**src/rtl/i2c_pkg.sv**
```systemverilog
// Shared constants and state encoding for the I2C write-only target receiver.
package i2c_pkg;

  localparam int ADDR_W = 7;
  localparam int DATA_W = 8;
  localparam logic RW_WRITE = 1'b0;

  typedef enum logic [2:0] {
    ST_IDLE     = 3'd0,
    ST_ADDR     = 3'd1,
    ST_ADDR_ACK = 3'd2,
    ST_DATA     = 3'd3,
    ST_DATA_ACK = 3'd4,
    ST_IGNORE   = 3'd5
  } state_t;

endpackage

```
**src/rtl/i2c_sync_edge.sv**
```systemverilog
// 2-flop synchronizer plus rise/fall detect for one bus line; idle level is 1.
// I2C_SLAVE_RX_GLITCH_FILTER_EN adds a 3-sample majority filter (+2 clk latency).
module i2c_sync_edge (
  input  logic clk,
  input  logic reset_n,
  input  logic i_raw,
  output logic o_lvl,
  output logic o_rise,
  output logic o_fall
);

  logic [1:0] r_sync;
  logic       r_prev;
  logic       w_lvl;

  always_ff @(posedge clk or negedge reset_n) begin
    if (!reset_n) r_sync <= 2'b11;
    else          r_sync <= {r_sync[0], i_raw};
  end

`ifdef I2C_SLAVE_RX_GLITCH_FILTER_EN
  logic [2:0] r_samp;

  always_ff @(posedge clk or negedge reset_n) begin
    if (!reset_n) r_samp <= 3'b111;
    else          r_samp <= {r_samp[1:0], r_sync[1]};
  end

  assign w_lvl = (r_samp[0] & r_samp[1]) | (r_samp[0] & r_samp[2]) | (r_samp[1] & r_samp[2]);
`else
  assign w_lvl = r_sync[1];
`endif

  always_ff @(posedge clk or negedge reset_n) begin
    if (!reset_n) r_prev <= 1'b1;
    else          r_prev <= w_lvl;
  end

  assign o_lvl  = w_lvl;
  assign o_rise = w_lvl & ~r_prev;
  assign o_fall = ~w_lvl & r_prev;

endmodule

```
**src/rtl/i2c_slave_rx.sv**
```systemverilog
// Write-only I2C target: address match, ACK generation, byte receive, START/STOP tracking.
// Optional glitch filter on SCL/SDA via I2C_SLAVE_RX_GLITCH_FILTER_EN (see i2c_sync_edge).
module i2c_slave_rx
  import i2c_pkg::*;
(
  input  logic              clk,
  input  logic              reset_n,
  input  logic              scl_in,
  input  logic              sda_in,
  output logic              sda_oe,
  input  logic [ADDR_W-1:0] own_addr,
  output logic [DATA_W-1:0] rx_data,
  output logic              rx_valid,
  output logic              busy,
  output logic              addr_match,
  output logic              stop_det
);

  logic w_scl_lvl, w_scl_rise, w_scl_fall;
  logic w_sda_lvl, w_sda_rise, w_sda_fall;
  logic w_start, w_stop;

  i2c_sync_edge u_scl (
    .clk    (clk),
    .reset_n(reset_n),
    .i_raw  (scl_in),
    .o_lvl  (w_scl_lvl),
    .o_rise (w_scl_rise),
    .o_fall (w_scl_fall)
  );

  i2c_sync_edge u_sda (
    .clk    (clk),
    .reset_n(reset_n),
    .i_raw  (sda_in),
    .o_lvl  (w_sda_lvl),
    .o_rise (w_sda_rise),
    .o_fall (w_sda_fall)
  );

  assign w_start = w_sda_fall & w_scl_lvl;
  assign w_stop  = w_sda_rise & w_scl_lvl;

  state_t            r_state, w_state_nxt;
  logic [2:0]        r_cnt, w_cnt_nxt;
  logic [DATA_W-2:0] r_shift, w_shift_nxt;
  logic [DATA_W-1:0] r_rx_data, w_rx_data_nxt;
  logic              r_rx_valid, w_rx_valid_nxt;
  logic              r_busy, w_busy_nxt;
  logic              r_match, w_match_nxt;
  logic              r_stop_det, w_stop_det_nxt;
  logic              r_sda_oe, w_sda_oe_nxt;
  logic [DATA_W-1:0] w_byte;

  assign w_byte = {r_shift, w_sda_lvl};

  always_ff @(posedge clk or negedge reset_n) begin
    if (!reset_n) r_state <= ST_IDLE;
    else          r_state <= w_state_nxt;
  end

  // STOP outranks START, which outranks any SCL edge handling.
  always_comb begin
    w_state_nxt    = r_state;
    w_cnt_nxt      = r_cnt;
    w_shift_nxt    = r_shift;
    w_rx_data_nxt  = r_rx_data;
    w_rx_valid_nxt = 1'b0;
    w_busy_nxt     = r_busy;
    w_match_nxt    = r_match;
    w_stop_det_nxt = 1'b0;
    w_sda_oe_nxt   = r_sda_oe;
    if (w_stop) begin
      w_state_nxt    = ST_IDLE;
      w_cnt_nxt      = 3'd0;
      w_busy_nxt     = 1'b0;
      w_match_nxt    = 1'b0;
      w_sda_oe_nxt   = 1'b0;
      w_stop_det_nxt = 1'b1;
    end else if (w_start) begin
      w_state_nxt  = ST_ADDR;
      w_cnt_nxt    = 3'd0;
      w_busy_nxt   = 1'b1;
      w_match_nxt  = 1'b0;
      w_sda_oe_nxt = 1'b0;
    end else begin
      case (r_state)
        ST_ADDR, ST_DATA: begin
          if (w_scl_rise) begin
            w_shift_nxt = w_byte[DATA_W-2:0];
            w_cnt_nxt   = r_cnt + 3'd1;
            if (r_cnt == 3'd7) begin
              if (r_state == ST_ADDR) begin
                if (w_byte == {own_addr, RW_WRITE}) begin
                  w_state_nxt = ST_ADDR_ACK;
                  w_match_nxt = 1'b1;
                end else begin
                  w_state_nxt = ST_IGNORE;
                end
              end else begin
                w_rx_data_nxt  = w_byte;
                w_rx_valid_nxt = 1'b1;
                w_state_nxt    = ST_DATA_ACK;
              end
            end
          end
        end
        // First fall after the byte drives ACK; the following fall releases it.
        ST_ADDR_ACK, ST_DATA_ACK: begin
          if (w_scl_fall) begin
            if (r_sda_oe) begin
              w_sda_oe_nxt = 1'b0;
              w_state_nxt  = ST_DATA;
            end else begin
              w_sda_oe_nxt = 1'b1;
            end
          end
        end
        default: ;
      endcase
    end
  end

  always_ff @(posedge clk or negedge reset_n) begin
    if (!reset_n) begin
      r_cnt      <= 3'd0;
      r_shift    <= '0;
      r_rx_data  <= '0;
      r_rx_valid <= 1'b0;
      r_busy     <= 1'b0;
      r_match    <= 1'b0;
      r_stop_det <= 1'b0;
      r_sda_oe   <= 1'b0;
    end else begin
      r_cnt      <= w_cnt_nxt;
      r_shift    <= w_shift_nxt;
      r_rx_data  <= w_rx_data_nxt;
      r_rx_valid <= w_rx_valid_nxt;
      r_busy     <= w_busy_nxt;
      r_match    <= w_match_nxt;
      r_stop_det <= w_stop_det_nxt;
      r_sda_oe   <= w_sda_oe_nxt;
    end
  end

  assign sda_oe     = r_sda_oe;
  assign rx_data    = r_rx_data;
  assign rx_valid   = r_rx_valid;
  assign busy       = r_busy;
  assign addr_match = r_match;
  assign stop_det   = r_stop_det;

endmodule

```
**config.mk**
```make
export PLATFORM = sky130hd
export DESIGN_NAME = i2c_slave_rx
export DESIGN_NICKNAME = d
export VERILOG_FILES = /design/src/rtl/i2c_pkg.sv /design/src/rtl/i2c_sync_edge.sv /design/src/rtl/i2c_slave_rx.sv
export SDC_FILE = /design/constraint.sdc
export NUM_CORES = 1
export LEC_CHECK = 0
export BUFFER_PORTS_ARGS = -buffer_cell sky130_fd_sc_hd__clkbuf_2
export CORE_UTILIZATION = 55
export DETAILED_ROUTE_END_ITERATION = 10
export GPL_TIMING_DRIVEN = 0
export PLACE_DENSITY = 0.78
export SYNTH_ARGS = -nofsm -noshare
export SYNTH_HDL_FRONTEND = slang
export SYNTH_HIERARCHICAL = 1
export SYNTH_SLANG_ARGS = --single-unit
```
**constraint.sdc**
```tcl
create_clock -name clk -period 2.7 [get_ports clk]
set_clock_uncertainty 0.1 [all_clocks]
set_input_delay 0.27 -clock clk [delete_from_list [all_inputs] [get_ports clk]]
set_output_delay 0.27 -clock clk [all_outputs]
set_load 0.01 [all_outputs]
```
Yosys cells after proc, flatten, opt, wreduce, memory -nomap -nowiden

Index checks and enable logic that the tools add are counted.
Widths: inputs -> output; s select.

Mux-type cells: 34
Reduce and logical (&&, ||, !) cells: 17
$add $sub $neg: 1
Equal/unequal tests: 10
Bitwise logic cells: 13

Operators by type and width:

| operator            | count |
|---|---|
| $mux 3              | 12 |
| $mux 1              | 21 |
| $reduce_bool 3->1   | 7 |
| $reduce_and 5->1    | 2 |
| $eq 8x8->1          | 1 |
| $ne 4x3->1 const B  | 2 |
| $ne 4x4->1 const B  | 2 |
| $not 1->1           | 7 |
| $and 1x1->1         | 6 |
| $eq 3x2->1 const B  | 2 |
| $eq 3x3->1 const B  | 2 |
| $pmux 3 s2          | 1 |
| $reduce_and 6->1    | 1 |
| $reduce_and 2->1    | 2 |
| $reduce_and 4->1    | 1 |
| $reduce_bool 4->1   | 1 |
| $reduce_or 2->1     | 2 |
| $add 3x1->3 const B | 1 |
| $eq 3x1->1 const B  | 1 |
| $reduce_bool 2->1   | 1 |

Logic and storage cells: 88
Bits in registers: 32
Input bits: 11

Depth between registers and ports, before layout

Depth after elaboration: 8
Gate-level depth with buffers: 6
Mapped depth without buffers: 6

Hierarchy

The synthesis kept the hierarchy.

Modules (own cells, without submodules):

| module        | instances | cells each | area each (um^2) | sequential area each (um^2) |
|---|---|---|---|---|
| i2c_slave_rx  | 1         | 119        | 1317.5           | 650.6 |
| i2c_sync_edge | 2         | 5          | 93.8             | 78.8 |

Least setup slack after synthesis

No wires, ideal clock.

Path kind: register -> register
Start: register u_sda.r_sync[1]
End: register r_rx_data[0], in the netlist rx_data[0]
Path slack: 0.686 ns
Required time: 2.475 ns
Path buffers: 1
Data arrival time: 1.789 ns
Cell stages (with the launch flop): 7
Library setup time: 0.125 ns
Path through: dfstp_2 and2b_2 o21a_4 nor2_8 and3_4 buf_12 mux2_4

Longest elaborated chain between the ends: 5
Elaborated cells between the ends (all ways): 8
Classes of those cells: bitwise: 7; reduce/logical: 1

RTL lines:

| item                              | RTL line            | RTL |
|---|---|---|
| from (decl)                       | i2c_sync_edge.sv:12 | `logic [1:0] r_sync;` |
| from (signal assigned)            | i2c_sync_edge.sv:18 | `else r_sync <= {r_sync[0], i_raw};` |
| $not 1->1                         | i2c_sync_edge.sv:41 | `assign o_fall = ~w_lvl & r_prev;` |
| $and 1x1->1                       | i2c_sync_edge.sv:41 |  |
| via w_sda_fall                    | i2c_slave_rx.sv:20  | `logic w_sda_lvl, w_sda_rise, w_sda_fall;` |
| $and 1x1->1                       | i2c_slave_rx.sv:41  | `assign w_start = w_sda_fall & w_scl_lvl;` |
| $not 1->1 (no source line)        | n/a                 |  |
| $reduce_and 6->1 (no source line) | n/a                 |  |
| to (signal assigned)              | i2c_slave_rx.sv:137 | `r_rx_data <= w_rx_data_nxt;` |
| to (decl)                         | i2c_slave_rx.sv:47  | `logic [DATA_W-1:0] r_rx_data, w_rx_data_nxt;` |

The timed path passes the listed nets, and every way through them passes these cells.
A chain may end at the register's enable or synchronous reset.

Worst setup path after layout

Same ends and word-level chain as after synthesis.

==> metrics.log <==
[metrics] status: finished, final reports clean
[metrics] total half-perimeter wirelength after legalization and detailed placement: 1970 um
[metrics] clock network latency to the later pin of the worst-skew pair: 0.34 ns
[metrics] number of port buffers: 23
[metrics] Max-Cap Viols: 0
[metrics] critical path required time: 2.83 ns
[metrics] leakage: 0.8765 nW
[metrics] number of cells upsized or downsized after cts: 0
[metrics] total area of multi-input combinational cells: 649.4 um2
[metrics] routed len/inst: 14.47 um
[metrics] Max stage delay cell, worst path: sky130_fd_sc_hd__dfstp_2
[metrics] top cell type by total area after synthesis: sky130_fd_sc_hd__dfrtp_1
[metrics] pin count of the biggest net entering global routing: 33
[metrics] share of the yosys chip area belonging to registers: 0.5370
[metrics] number of setup violations in the final report: 0
[metrics] clock tree root buffer cell: sky130_fd_sc_hd__clkbuf_4
[metrics] gr usage total: 0.2320
[metrics] maximum vdd drop: 512.6 uV
[metrics] Syn Inst Count: 129
[metrics] initial cell density of the core: 0.5967
[metrics] count of cell types in the netlist: 36
[metrics] overall overflow remaining after global route: 0
[metrics] number of vias in the routed layout: 1052
[metrics] Max Transition Viols Final: 0
[metrics] overall die width: 54.32 um
[metrics] tightest slew margin relative to the limit: 0.4787
[metrics] transition at the pin with the smallest max-transition slack: 0.7820 ns
[metrics] critical path's largest stage delay: 0.58 ns
[metrics] power per unit of standard cell area: 603.7 nW/um2
[metrics] startpoint kind of the worst setup timing path: register
[metrics] via density per instance: 5.451
[metrics] nature of the critical path endpoint: register
[metrics] Fin Setup TNS: 0 ns
[metrics] die outline area: 2950 um2
[metrics] Max Clk Rate: 0.4657 GHz
[metrics] final-stage net count: 176
[metrics] peak fanout along the critical path: 10
[metrics] RSZ-0062 raised after global routing: false
[metrics] via count of the first global-routing pass: 994
[metrics] number of sinks driven by the clock tree: 32
[metrics] DRC: 0
[metrics] RePlAce Congestion: 0.8935
[metrics] number of buffers on the longest clock path: 2
[metrics] area share of the largest cell type after synthesis: 0.4323
[metrics] worst hold path type: reg -> reg
[metrics] final antenna diode count: 0
[metrics] flop2flop setup slack: 0.55 ns
[metrics] arrival time worst endpoint: 2.27 ns
[metrics] Synthesis Warnings: 6
[metrics] post-synthesis instance area: 1505 um2
[metrics] count of boundary I/O pins: 24
[metrics] Yosys reg bits: 32
[metrics] post-CTS setup buffers: 0
[metrics] synth top area cells: sky130_fd_sc_hd__dfrtp_1 43%, sky130_fd_sc_hd__dfstp_2 10%, sky130_fd_sc_hd__mux2_4 8.0%, sky130_fd_sc_hd__nand2_1 7.0%, sky130_fd_sc_hd__xnor2_1 5.2%
[metrics] clock slew at reported path FFs: 0.10 ns
[metrics] average size of a mapped cell: 11.67 um2
[metrics] number of hold-slack violations in the final timing report: 0
[metrics] first-pass detailed-route iteration total: 4
[metrics] placeable core region: 2522 um2
[metrics] cells traversed along the worst timing path: and2b_2 -> o21a_4 -> nor2_8 -> and3_4 -> buf_12 -> mux2_4
[metrics] final cell count without fillers: 193
[metrics] classification of the worst setup path: reg -> reg
[metrics] fin crit share: 0.7953
[metrics] DP Cell Count: 182
[metrics] wire length of the first global-routing pass: 4533 um
[metrics] count of filler cells inserted in the layout: 195
[metrics] chip height: 54.32 um
[metrics] Final min period: 2.147 ns
[metrics] fraction of layout instances using a drive strength above 1: 0.3374
[metrics] area grow syn2layout: 16.29%
[metrics] net count after synthesis: 143
[metrics] DR iter-0 viols: 24
[metrics] number of rows created at floorplan: 18
[metrics] TritonCTS Buffers: 5
[metrics] antenna violations before repair: 0
[metrics] total area of sequential cells: 808.3 um2
[metrics] H-tree Lvls: 2
[metrics] TritonCTS clock tree: built
[metrics] wirelength, routed: 2793 um
[metrics] Routed Antenna Nets: 0
report_power, final:
group	internal [W]	leakage, nW	total (W)	switching [W]
Clock	0.000127	0.0315	0.000290	0.000163
Combinational	0.0000779	0.429	0.000163	0.0000849
Sequential	0.000538	0.416	0.000603	0.0000654
worst paths after layout:
| kind | from | to | depth (start not counted) |
|---|---|---|---|
| setup / recovery | u_sda/r_sync[1]$_DFF_PN1_ | rx_data[0]$_DFFE_PN0P_ | 6 |
| hold / removal | u_scl/r_sync[0]$_DFF_PN1_ | u_scl/r_sync[1]$_DFF_PN1_ | 0 |
| setup reg to reg | u_sda/r_sync[1]$_DFF_PN1_ | rx_data[0]$_DFFE_PN0P_ | 6 |
| hold reg to reg | u_scl/r_sync[0]$_DFF_PN1_ | u_scl/r_sync[1]$_DFF_PN1_ | 0 |
| max in group asynchronous | reset_n | rx_data[4]$_DFFE_PN0P_ | 2 |
| min in group asynchronous | reset_n | r_cnt[1]$_DFFE_PN0P_ | 2 |
registers in the layout, indices dropped and copies added, names as in the netlist:
signal        cells
stop_det          1
rx_data           8
u_scl/r_sync      2
r_state           3
r_shift           7
u_sda/r_sync      2
u_sda/r_prev      1
rx_valid          1
sda_oe            1
addr_match        1
r_cnt             3
u_scl/r_prev      1
busy              1
synth_stat cells:
cell type                  number
sky130_fd_sc_hd__nand2_1       28
sky130_fd_sc_hd__dfrtp_1       26
sky130_fd_sc_hd__xnor2_1        9
sky130_fd_sc_hd__mux2_4         8
sky130_fd_sc_hd__dfstp_2        6
sky130_fd_sc_hd__a21oi_1        5
sky130_fd_sc_hd__nand3_1        4
sky130_fd_sc_hd__nor2_1         4
sky130_fd_sc_hd__nor3_1         4
sky130_fd_sc_hd__ha_1           3
sky130_fd_sc_hd__nor2b_1        3
sky130_fd_sc_hd__and2b_2        2
sky130_fd_sc_hd__inv_1          2
sky130_fd_sc_hd__nand4b_1       2
sky130_fd_sc_hd__o21ai_0        2
sky130_fd_sc_hd__a211oi_1       1
sky130_fd_sc_hd__a21boi_0       1
sky130_fd_sc_hd__a31o_2         1
sky130_fd_sc_hd__a31oi_1        1
sky130_fd_sc_hd__a32o_1         1
sky130_fd_sc_hd__and2_1         1
sky130_fd_sc_hd__and3_1         1
sky130_fd_sc_hd__and3_4         1
sky130_fd_sc_hd__and3b_2        1
sky130_fd_sc_hd__buf_12         1
sky130_fd_sc_hd__buf_2          1
sky130_fd_sc_hd__buf_6          1
sky130_fd_sc_hd__clkbuf_1       1
sky130_fd_sc_hd__nand2b_1       1
sky130_fd_sc_hd__nand3b_4       1
sky130_fd_sc_hd__nand4_1        1
sky130_fd_sc_hd__nor2_8         1
sky130_fd_sc_hd__nor4_1         1
sky130_fd_sc_hd__o21a_4         1
sky130_fd_sc_hd__o21bai_1       1
sky130_fd_sc_hd__xor2_1         1
worst max-delay path: cells and delay by family, from the launching register on:
| kind | cells | cell delay (ns) |
|---|---|---|
| buffers and inverters | 1 | 0.13 |
| AOI/OAI and AO/OA | 1 | 0.27 |
| and+or+nand+nor | 3 | 0.64 |
| muxes | 1 | 0.30 |
| DFF | 1 | 0.58 |
metrics by stage:
stage | cell area, um2 | setup slack [ns] | util | hold slack (ns) | total power [W]
floorplan | 1505 | 0.6859 | - | -0.1256 | 0.0007124
global placement | 1658 | 0.5793 | 0.6572 | 0.2464 | 0.0007562
detailed placement | 1658 | 0.5695 | 0.6572 | 0.2476 | 0.0007712
CTS | 1750 | 0.5397 | 0.6939 | 0.2619 | 0.001060
global route | 1750 | 0.4630 | 0.6939 | 0.2680 | 0.001111
finish | 1750 | 0.5528 | 0.6939 | 0.2609 | 0.001057
repair_timing:
item / in CTS / in global routing
endpoints found under the setup margin: 0 / 0
endpoints found under the hold margin: 28 / 0
hold buffers: 3 / 0
routing by layer:
| layer | global-route usage | part of all wire | vias up |
|---|---|---|---|
| met5 | 0 | 0 | - |
| met4 | 0.1197 | 0.028 | 0 |
| met3 | 0.09167 | 0.051 | 10 |
| met2 | 0.3496 | 0.48 | 33 |
| met1 | 0.2860 | 0.44 | 507 |
| li1 | - | - | 502 |
final cells by class:
cell class,instances,share of cell area
sequential,32,0.4618
multi-input combinational,91,0.3710
timing repair buffer,26,0.08292
clock buffer,7,0.03145
buffer,4,0.02287
tap,30,0.02144
clock inverter,1,0.004289
inverter,2,0.004289
cell families after synthesis:
logic type,after synthesis,synth area share
AO/OA/AOI/OAI,14,0.06484
buffers and inverters,6,0.03158
flip-flops,32,0.5370
AND/OR/NAND/NOR,56,0.2037
XOR/XNOR,10,0.05819
adder cells (fa/ha/maj),3,0.02494
multiplexers,8,0.07980
cell usage in the layout (no fill, tap or decap), types with 4 or more instances in the layout:
cell type	count
sky130_fd_sc_hd__mux2_4	8
sky130_fd_sc_hd__a21oi_1	5
sky130_fd_sc_hd__nor3_1	4
sky130_fd_sc_hd__clkbuf_2	23
sky130_fd_sc_hd__nor2_1	4
sky130_fd_sc_hd__dfrtp_1	26
sky130_fd_sc_hd__nand2_1	28
sky130_fd_sc_hd__xnor2_1	9
sky130_fd_sc_hd__clkbuf_4	5
sky130_fd_sc_hd__dfstp_2	6
sky130_fd_sc_hd__nand3_1	4
Note: power is estimated with default switching activity, not from simulation.
